[src/rtl/multicycle_bus_adapter_pkg.sv]
// Shared types and constants for the multicycle bus adapter and its load aligner.
package multicycle_bus_adapter_pkg;

  typedef enum logic [1:0] {IDLE, REQ, WAIT_RESP, DONE} state_t;

  localparam logic [1:0] MEM_SIZE_BYTE    = 2'b00;
  localparam logic [1:0] MEM_SIZE_HALF    = 2'b01;
  localparam logic [1:0] MEM_SIZE_WORD    = 2'b10;
  localparam int         MEM_UNSIGNED_BIT = 2;

  // Any encoding other than byte/half is treated as a full word access.
  function automatic logic mem_misaligned(input logic [1:0] size, input logic [1:0] offset);
    case (size)
      MEM_SIZE_BYTE: mem_misaligned = 1'b0;
      MEM_SIZE_HALF: mem_misaligned = offset[0];
      default:       mem_misaligned = (offset != 2'b00);
    endcase
  endfunction

endpackage

[src/rtl/multicycle_load_align.sv]
// Combinational load extraction: shifts the raw bus word down to the addressed
// byte/half and sign- or zero-extends it. Word accesses pass through untouched.
module multicycle_load_align
  import multicycle_bus_adapter_pkg::*;
(
  input  logic [31:0] rdata,
  input  logic [1:0]  offset,
  input  logic [2:0]  funct3,
  output logic [31:0] data
);

  logic [31:0] shifted;
  logic        sign_ext;

  always_comb begin
    shifted  = rdata >> {offset, 3'b000};
    sign_ext = ~funct3[MEM_UNSIGNED_BIT];
    case (funct3[1:0])
      MEM_SIZE_BYTE: data = {{24{sign_ext & shifted[7]}}, shifted[7:0]};
      MEM_SIZE_HALF: data = {{16{sign_ext & shifted[15]}}, shifted[15:0]};
      default:       data = rdata;
    endcase
  end

endmodule

[src/rtl/multicycle_bus_adapter.sv]
// Turns the multicycle controller's memory strobes into a valid/ready bus access.
// Optional watchdog on stalled accesses: define MC_BUS_TIMEOUT_EN.
module multicycle_bus_adapter
  import multicycle_bus_adapter_pkg::*;
#(
  parameter int TIMEOUT_CYCLES = 255
) (
  input  logic        clock,
  input  logic        reset,
  input  logic        req_read,
  input  logic        req_write,
  input  logic        req_inst,
  input  logic [31:0] req_addr,
  input  logic [31:0] req_wdata,
  input  logic [2:0]  req_funct3,
  output logic        resp_done,
  output logic        resp_error,
  output logic [31:0] resp_rdata,
  output logic        busy,
  output logic        bus_valid,
  input  logic        bus_ready,
  output logic        bus_write,
  output logic [31:0] bus_addr,
  output logic [31:0] bus_wdata,
  output logic [3:0]  bus_byte_enable,
  input  logic        bus_rvalid,
  input  logic [31:0] bus_rdata
);

  state_t      state;
  logic [1:0]  lat_offset;
  logic [2:0]  lat_funct3;
  logic [31:0] load_data;

  logic        req_any;
  logic        req_misaligned;
  logic [1:0]  req_size;
  logic [2:0]  req_eff_funct3;
  logic [3:0]  req_be;
  logic [31:0] req_lanes;
  logic        timeout;

  if (TIMEOUT_CYCLES < 1) begin : g_bad_timeout_cycles
  end

  // Instruction fetches are always word accesses regardless of funct3.
  always_comb begin
    req_any        = req_read | req_write;
    req_size       = req_inst ? MEM_SIZE_WORD : req_funct3[1:0];
    req_eff_funct3 = req_inst ? {1'b0, MEM_SIZE_WORD} : req_funct3;
    req_misaligned = mem_misaligned(req_size, req_addr[1:0]);
    case (req_size)
      MEM_SIZE_BYTE: begin
        req_be    = 4'b0001 << req_addr[1:0];
        req_lanes = {4{req_wdata[7:0]}};
      end
      MEM_SIZE_HALF: begin
        req_be    = 4'b0011 << {req_addr[1], 1'b0};
        req_lanes = {2{req_wdata[15:0]}};
      end
      default: begin
        req_be    = 4'b1111;
        req_lanes = req_wdata;
      end
    endcase
  end

  multicycle_load_align u_load_align (
    .rdata  (bus_rdata),
    .offset (lat_offset),
    .funct3 (lat_funct3),
    .data   (load_data)
  );

`ifdef MC_BUS_TIMEOUT_EN
  localparam int CNT_W = ($clog2(TIMEOUT_CYCLES + 1) > 8) ? $clog2(TIMEOUT_CYCLES + 1) : 8;
  logic [CNT_W-1:0] wd_cnt;

  // REQ is only entered from IDLE, so clearing while idle clears on entry.
  always_ff @(posedge clock) begin
    if (reset)                                     wd_cnt <= '0;
    else if (state == IDLE)                        wd_cnt <= '0;
    else if (state == REQ || state == WAIT_RESP)   wd_cnt <= wd_cnt + 1'b1;
  end

  assign timeout = (wd_cnt == CNT_W'(TIMEOUT_CYCLES - 1));
`else
  assign timeout = 1'b0;
`endif

  always_ff @(posedge clock) begin
    if (reset) begin
      state           <= IDLE;
      lat_offset      <= '0;
      lat_funct3      <= '0;
      resp_done       <= 1'b0;
      resp_error      <= 1'b0;
      resp_rdata      <= '0;
      busy            <= 1'b0;
      bus_valid       <= 1'b0;
      bus_write       <= 1'b0;
      bus_addr        <= '0;
      bus_wdata       <= '0;
      bus_byte_enable <= '0;
    end else begin
      resp_done <= 1'b0;
      case (state)
        IDLE: begin
          if (req_any) begin
            lat_offset      <= req_addr[1:0];
            lat_funct3      <= req_eff_funct3;
            bus_write       <= req_write;
            bus_addr        <= {req_addr[31:2], 2'b00};
            bus_wdata       <= req_lanes;
            bus_byte_enable <= req_be;
            busy            <= 1'b1;
            if (req_misaligned) begin
              state      <= DONE;
              resp_done  <= 1'b1;
              resp_error <= 1'b1;
            end else begin
              state     <= REQ;
              bus_valid <= 1'b1;
            end
          end
        end
        REQ: begin
          if (bus_ready) begin
            bus_valid <= 1'b0;
            if (bus_write) begin
              state      <= DONE;
              resp_done  <= 1'b1;
              resp_error <= 1'b0;
            end else begin
              state <= WAIT_RESP;
            end
          end else if (timeout) begin
            bus_valid  <= 1'b0;
            state      <= DONE;
            resp_done  <= 1'b1;
            resp_error <= 1'b1;
          end
        end
        WAIT_RESP: begin
          if (bus_rvalid) begin
            resp_rdata <= load_data;
            state      <= DONE;
            resp_done  <= 1'b1;
            resp_error <= 1'b0;
          end else if (timeout) begin
            state      <= DONE;
            resp_done  <= 1'b1;
            resp_error <= 1'b1;
          end
        end
        DONE: begin
          state      <= IDLE;
          busy       <= 1'b0;
          resp_error <= 1'b0;
        end
        default: state <= IDLE;
      endcase
    end
  end

endmodule

[config.mk]
export PLATFORM = sky130hd
export DESIGN_NAME = multicycle_bus_adapter
export DESIGN_NICKNAME = d
export VERILOG_FILES = /design/src/rtl/multicycle_bus_adapter_pkg.sv /design/src/rtl/multicycle_load_align.sv /design/src/rtl/multicycle_bus_adapter.sv
export SDC_FILE = /design/constraint.sdc
export NUM_CORES = 1
export LEC_CHECK = 0
export ABC_AREA = 1
export BUFFER_PORTS_ARGS = -buffer_cell sky130_fd_sc_hd__clkbuf_2
export CORE_ASPECT_RATIO = 0.5
export CORE_MARGIN = 2
export CORE_UTILIZATION = 52
export DETAILED_ROUTE_END_ITERATION = 7
export PLACE_DENSITY = 0.85
export SLEW_MARGIN = 20
export SYNTH_ARGS = -nofsm -noshare
export SYNTH_HDL_FRONTEND = slang
export SYNTH_HIERARCHICAL = 1
export SYNTH_SLANG_ARGS = --single-unit
[constraint.sdc]
create_clock -name clock -period 2.65 [get_ports clock]
set_input_delay 0.265 -clock clock [delete_from_list [all_inputs] [get_ports clock]]
set_output_delay 0.265 -clock clock [all_outputs]
set_load 0.05 [all_outputs]
==> key figures, run 1 <==
Run status
  – Outcome: finished clean

Yosys
  – Post-synth top area cell: dfxtp_1
  – Flops & latches, synth: 110
  – Cell area after synthesis: 5200 sq um
  – Number of flops mapped to enable cells by yosys: 0
  – Most frequent cell after synthesis: nor2_1
  – Synth top area share: 0.424
  – Sequential share of the synthesized area: 0.424
  – Synth cell types: 29
  – Post-synth top cells: 189 x nor2_1, 165 x nand2_1, 110 x dfxtp_1
  – Post-synth ARST share: 0
  – Syn avg cell area: slightly below 7 sq um
  – Synth warnings: 6
  – Top post-synthesis cells by area: dfxtp_1 42%, nor2_1 14%, nand2_1 12%, o21ai_0 8.7%, nand3_1 4.3%
  – Cell count after synthesis: 766
  – Top_reg_cell synth: dfxtp_1

Clock tree
  – H-tree depth: 3
  – Sink Count: 110
  – Clk slew on worst S/H paths: 80 ps
  – CTS buffer count: 9
  – CTS Hold Bufs: 0
  – Post-CTS setup buffer count: 0
  – CTS max path bufs: 2
  – Clk Latency, worst-skew pair: 350 ps
  – Post_cts resized: 0
  – Clk root buf: clkbuf_16
  – CTS tree: done

Job
  – Max Cap Viol: 0

Final layout
  – Post-route cell area: around 6600 sq um
  – Syn-to-layout area delta: 26.3%
  – Final nets: 1056
  – ANT cells: 0
  – Layout cells sized above 1: 0.272
  – Multi-input logic area: 2610 sq um
  – Fillers: slightly below 900
  – Register Area: 2200 sq um

Setup path
  – Maximum fanout along the worst path: 17
  – WS Path Type: flip-flop to flip-flop
  – Cells along the critical path: inv_1 -> ha_1 -> inv_2 -> nor2_4 -> nand2_2 -> inv_4 -> nand2_1 -> nand2_1 -> nor2_1 -> nor2_1
  – Crit. End Element: flip-flop
  – Critical Path AT: 2310 ps
  – Startpoint types: flip-flop
  – Crit-path max cell delay: 380 ps
  – Required time worst endpoint: roughly 3000 ps
  – Critical path's slowest cell: nor2_4

Power and ir drop
  – Peak supply drop: around 600 uV
  – Power, Total: between 8 and 9 mW
  – P per Cell Area: 1260 nW/um^2
  – Pleak: 3.24 nW

Floorplanning
  – Die Width: about 150 microns
  – Rows: 25
  – Core Region: 9570 sq um
  – Ports: roughly 210
  – DIE AREA: 10900 sq um
  – Die Ht: 74.7 microns
  – Starting Density: 0.543

Global route
  – Initial antenna violation count: 0
  – GRT Resource Usage Total: 0.259
  – Grt ovf: 0
  – First-pass GRT wire length: 22800 microns
  – Vias in the first global route: around 5000
  – Largest net degree at the start of global routing: 69

STA
  – RSZ-0062 raised after global routing: no
  – Max Fclk: between 400 and 500 MHz
  – Max transition margin: 0.356
  – Clk_skew: 8.08 ps
  – TNS Setup: 0 ps
  – Final setup fails: 0
  – Period minus WS final: 2010 ps
  – Worst-margin pin slew: 966 ps
  – Period utilization: 0.758
  – Hold Vio Cnt, Final: 0
  – Slew Limit Fails: 0
  – Setup ws final: ~640 ps

Worst hold path
  – Hold Path Class: input port to flip-flop

Placement
  – Gp weighted congestion: around 0.86
  – Dpl cell area: ~6200 sq um
  – Post-detail-place hpwl: approximately 10000 microns
  – PortBufs: 208
  – Place WS: 649 ps

Drt
  – DRC: 0
  – Vias per cell: ~5.1
  – Post-route ant nets: 0
  – 1st-iter DRT viols: 316
  – Total Wirelength: 14300 microns
  – DR vias: ~5600
  – Drt pass-1 iters: 5
  – DR WL/cell: about 13 microns
-- worst max-delay path, delay by kind of cell (launching register included) --
family / cells / cell delay [ps]
buf+inv: 3 / 400
simple gates: 6 / 850
fa+ha+maj: 1 / 330
flops: 1 / 360
-- routing by layer --
metal  routed length [microns]  up-vias  track usage
met5                         0        -            0
met4                       352        0        0.101
met3                      1020       36       0.0745
met2                      6710      202        0.450
met1                      6220     2506        0.315
li1                          -     2817            -
-- logic make-up (layout without fill, tap and decap cells) --
logic type	count (synthesis)	after routing	synth area share
flops	110	110	0.424
simple gates	412	412	0.327
compound gates	156	156	0.161
other cells	1	2	0.000721
fa+ha+maj	5	5	0.0120
buf+inv	82	265	0.0765
-- stage by stage --
stage                util  hold WS, ps  cells
finish              0.686          139   1085
global route        0.686          146   1085
detailed placement  0.650          455   1069
CTS                 0.686          136   1085
floorplan               -          414    767
global placement    0.650          456   1069
-- area by class of cell --
cell class / instances / area share
Tap cell: 135 / 0.0257
Timing Repair Buffer: 215 / 0.169
Clock inverter: 7 / 0.0173
Clock buffer: 9 / 0.0343
Multi-Input combinational cell: 575 / 0.398
Sequential cell: 110 / 0.335
Inverter: 34 / 0.0210
-- sequential cells by signal, summed over array words and instances, names as in the netlist, 2 cells and up --
| signal | flops |
|---|---|
| lat_funct3 | 3 |
| bus_byte_enable | 4 |
| resp_rdata | 32 |
| lat_offset | 2 |
| bus_wdata | 32 |
| bus_addr | 30 |
| state | 2 |
-- power breakdown --
group / switching, mW / total [mW] / internal (mW)
Clock: 0.662 / 1.51 / 0.852
Combinational: 3.19 / 4.27 / 1.08
Sequential: 0.324 / 2.46 / 2.14
-- final timing paths --
check | startpoint | to | slack [ps] | depth (start not counted)
max | state[0]$_SDFFE_PP0P_ | bus_wdata[14]$_SDFFE_PP0P_ | 640 | 10
min | req_addr[27] | bus_addr[27]$_SDFFE_PP0P_ | 140 | 3
min reg2reg | bus_wdata[21]$_SDFFE_PP0P_ | bus_wdata[21]$_SDFFE_PP0P_ | 470 | 2
max reg2reg | state[0]$_SDFFE_PP0P_ | bus_wdata[14]$_SDFFE_PP0P_ | 640 | 10
-- cells in the final DEF (no fill, tap or decap), types with 5 or more instances in the layout --
cell type	netlist	final
inv_2	5	5
clkbuf_16	0	9
nand2_1	165	165
a211oi_2	6	6
inv_1	26	26
clkbuf_2	1	208
nand3_1	45	45
nor2_1	189	189
ha_1	5	5
dfxtp_1	110	110
o21ai_0	90	90
o21ai_1	22	22
buf_4	5	6
a21oi_1	34	34
Note: power is estimated with default switching activity, not from simulation.
==> run 2, diff against run 1 <==
CORE_UTILIZATION = 44   (was 52)
PLACE_DENSITY = 0.77   (was 0.85)
clock period = 1.75 ns   (was 2.65 ns; I/O delays follow)
==> key figures, run 2 (synthesis results as in run 1) <==
Final layout
  – Largest registers: bus_wdata x32, resp_rdata x32, bus_addr x30 (unchanged)
  – Layout Cells excl Fill: 1116 (was 1085)
  – ANT cells: 0 (unchanged)
  – Layout cells sized above 1: 0.277 (was 0.272)
  – Syn-to-layout area delta: 27.9% (was 26.3%)
  – Highest-count cells in the layout ignoring fill and taps: 208 x clkbuf_2, 189 x nor2_1, 165 x nand2_1, 109 x dfxtp_1, 90 x o21ai_0 (was 208 x clkbuf_2, 189 x nor2_1, 165 x nand2_1, 110 x dfxtp_1, 90 x o21ai_0)
  – Commonest non-fill, non-tap cell in the layout: clkbuf_2 (unchanged)
  – Final nets: 1063 (was 1056)

STA
  – RSZ-0062 raised after global routing: yes (was no)
  – Slew Limit Fails: 0 (unchanged)
  – Period utilization: 0.937 (was 0.758)
  – Hold Vio Cnt, Final: 0 (unchanged)
  – Max Fclk: 610 MHz (was 498 MHz)
  – Final setup fails: 0 (unchanged)
  – Clk_skew: 6.80 ps (was 8.08 ps)
  – Period minus WS final: 1640 ps (was 2010 ps)

Power and ir drop
  – Peak supply drop: 981 uV (was 583 uV)
  – P per Cell Area: 1870 nW/um^2 (was 1260 nW/um^2)
  – Pleak: 3.27 nW (was 3.24 nW)
  – Power, Total: 12.4 mW (was 8.24 mW)

Drt
  – DR vias: 5522 (was 5561)
  – Vias per cell: 4.95 (was 5.13)
  – DR WL/cell: 13.3 microns (was 13.2 microns)
  – Post-route ant nets: 0 (unchanged)
  – DRC: 0 (unchanged)
  – Drt pass-1 iters: 5 (unchanged)
  – 1st-iter DRT viols: 364 (was 316)
  – Total Wirelength: 14800 microns (was 14300 microns)

Global route
  – Initial antenna violation count: 0 (unchanged)
  – Grt ovf: 0 (unchanged)
  – Largest net degree at the start of global routing: 48 (was 69)
  – First-pass GRT wire length: 23200 microns (was 22800 microns)
  – GRT Resource Usage Total: 0.225 (was 0.259)
  – Vias in the first global route: 5009 (was 4991)

Setup path
  – Required time worst endpoint: 1980 ps (was 2950 ps)
  – Startpoint types: flip-flop (unchanged)
  – Maximum fanout along the worst path: 27 (was 17)
  – Critical Path AT: 1870 ps (was 2310 ps)
  – WS Path Type: flip-flop to flip-flop (unchanged)
  – Crit. End Element: flip-flop (unchanged)

Clock tree
  – CTS tree: done (unchanged)
  – CTS buffer count: 9 (unchanged)
  – Clk root buf: clkbuf_16 (unchanged)
  – Post-CTS setup buffer count: 0 (unchanged)
  – Post_cts resized: 0 (unchanged)
  – CTS Hold Bufs: 0 (unchanged)
  – CTS max path bufs: 2 (unchanged)
  – Clk Latency, worst-skew pair: 340 ps (was 350 ps)
  – Clk slew on worst S/H paths: 70 ps (was 80 ps)
  – Sink Count: 110 (unchanged)
  – H-tree depth: 3 (unchanged)

Placement
  – Gp weighted congestion: 0.860 (was 0.858)
  – PortBufs: 208 (unchanged)
  – Post-detail-place hpwl: 10700 microns (was 10400 microns)
  – Cells after DPL: 1099 (was 1069)

Job
  – Max Cap Viol: 0 (unchanged)

Floorplanning
  – Rows: 27 (was 25)
  – Ports: 211 (unchanged)
  – Starting Density: 0.462 (was 0.543)
  – Die Ht: 80.9 microns (was 74.7 microns)
  – Die Width: 158 microns (was 145 microns)
  – Core Region: 11200 sq um (was 9570 sq um)
  – DIE AREA: 12800 sq um (was 10900 sq um)

Worst hold path
  – Hold Path Class: input port to flip-flop (unchanged)

Run status
  – Outcome: finished clean (unchanged)
run 2: area by class of cell:
type	instances	area, sq um
inverters	34	138
repair buffers	221	1180
fillers	1134	4600
multi-input cells	576	2630
clock inverters	6	71.3
clock buffers	10	229
flip-flops and latches	110	2200
well taps	159	199
run 2: layer usage:
metal / vias up / share of wire / GRT usage
met5: - / 0 / 0
li1: 2834 / - / -
met1: 2500 / 0.46 / 0.286
met2: 173 / 0.47 / 0.391
met4: 0 / 0.0098 / 0.0591
met3: 15 / 0.066 / 0.0475
run 2: per-stage QoR:
step / utilization / instance area (sq um) / hold slack, ps / TNS [ps] / worst slack, ps
4_1_cts: 0.589 / 6630 / 48.3 / 0 / 127
5_1_grt: 0.591 / 6650 / 60.6 / -7.52 / -7.52
3_5_place_dp: 0.562 / 6320 / 418 / 0 / 135
2_1_floorplan: - / 5200 / 324 / 0 / 250
6_report: 0.591 / 6650 / 59.5 / 0 / 110
3_3_place_gp: 0.562 / 6320 / 409 / 0 / 206
run 2: final timing paths:
check,from,end,slack (ps),cells past startpoint
worst max-delay path,lat_offset[0]$_SDFFE_PP0P_,resp_rdata[7]$_SDFFE_PP0P_,110,9
worst min-delay path,req_addr[24],bus_addr[24]$_SDFFE_PP0P_,60,3
worst max register to register,lat_offset[0]$_SDFFE_PP0P_,resp_rdata[7]$_SDFFE_PP0P_,110,9
worst min register to register,bus_byte_enable[0]$_SDFFE_PP0P_,bus_byte_enable[0]$_SDFFE_PP0P_,470,2
run 2: where the power goes:
part           internal (mW)  switching, mW
combinational           1.72           4.98
clock                   1.12          0.954
sequential              3.24          0.414
total                   6.09           6.35
run 2: worst max-delay path, stage by stage, from the launching register on:
cell,delay (ps)
dfxtp_1,340
buf_12,170
inv_4,160
nand2_1,70
nand3_1,100
nand2_2,130
nand2_1,90
o21ai_0,100
o21ai_0,300
nor2_1,70
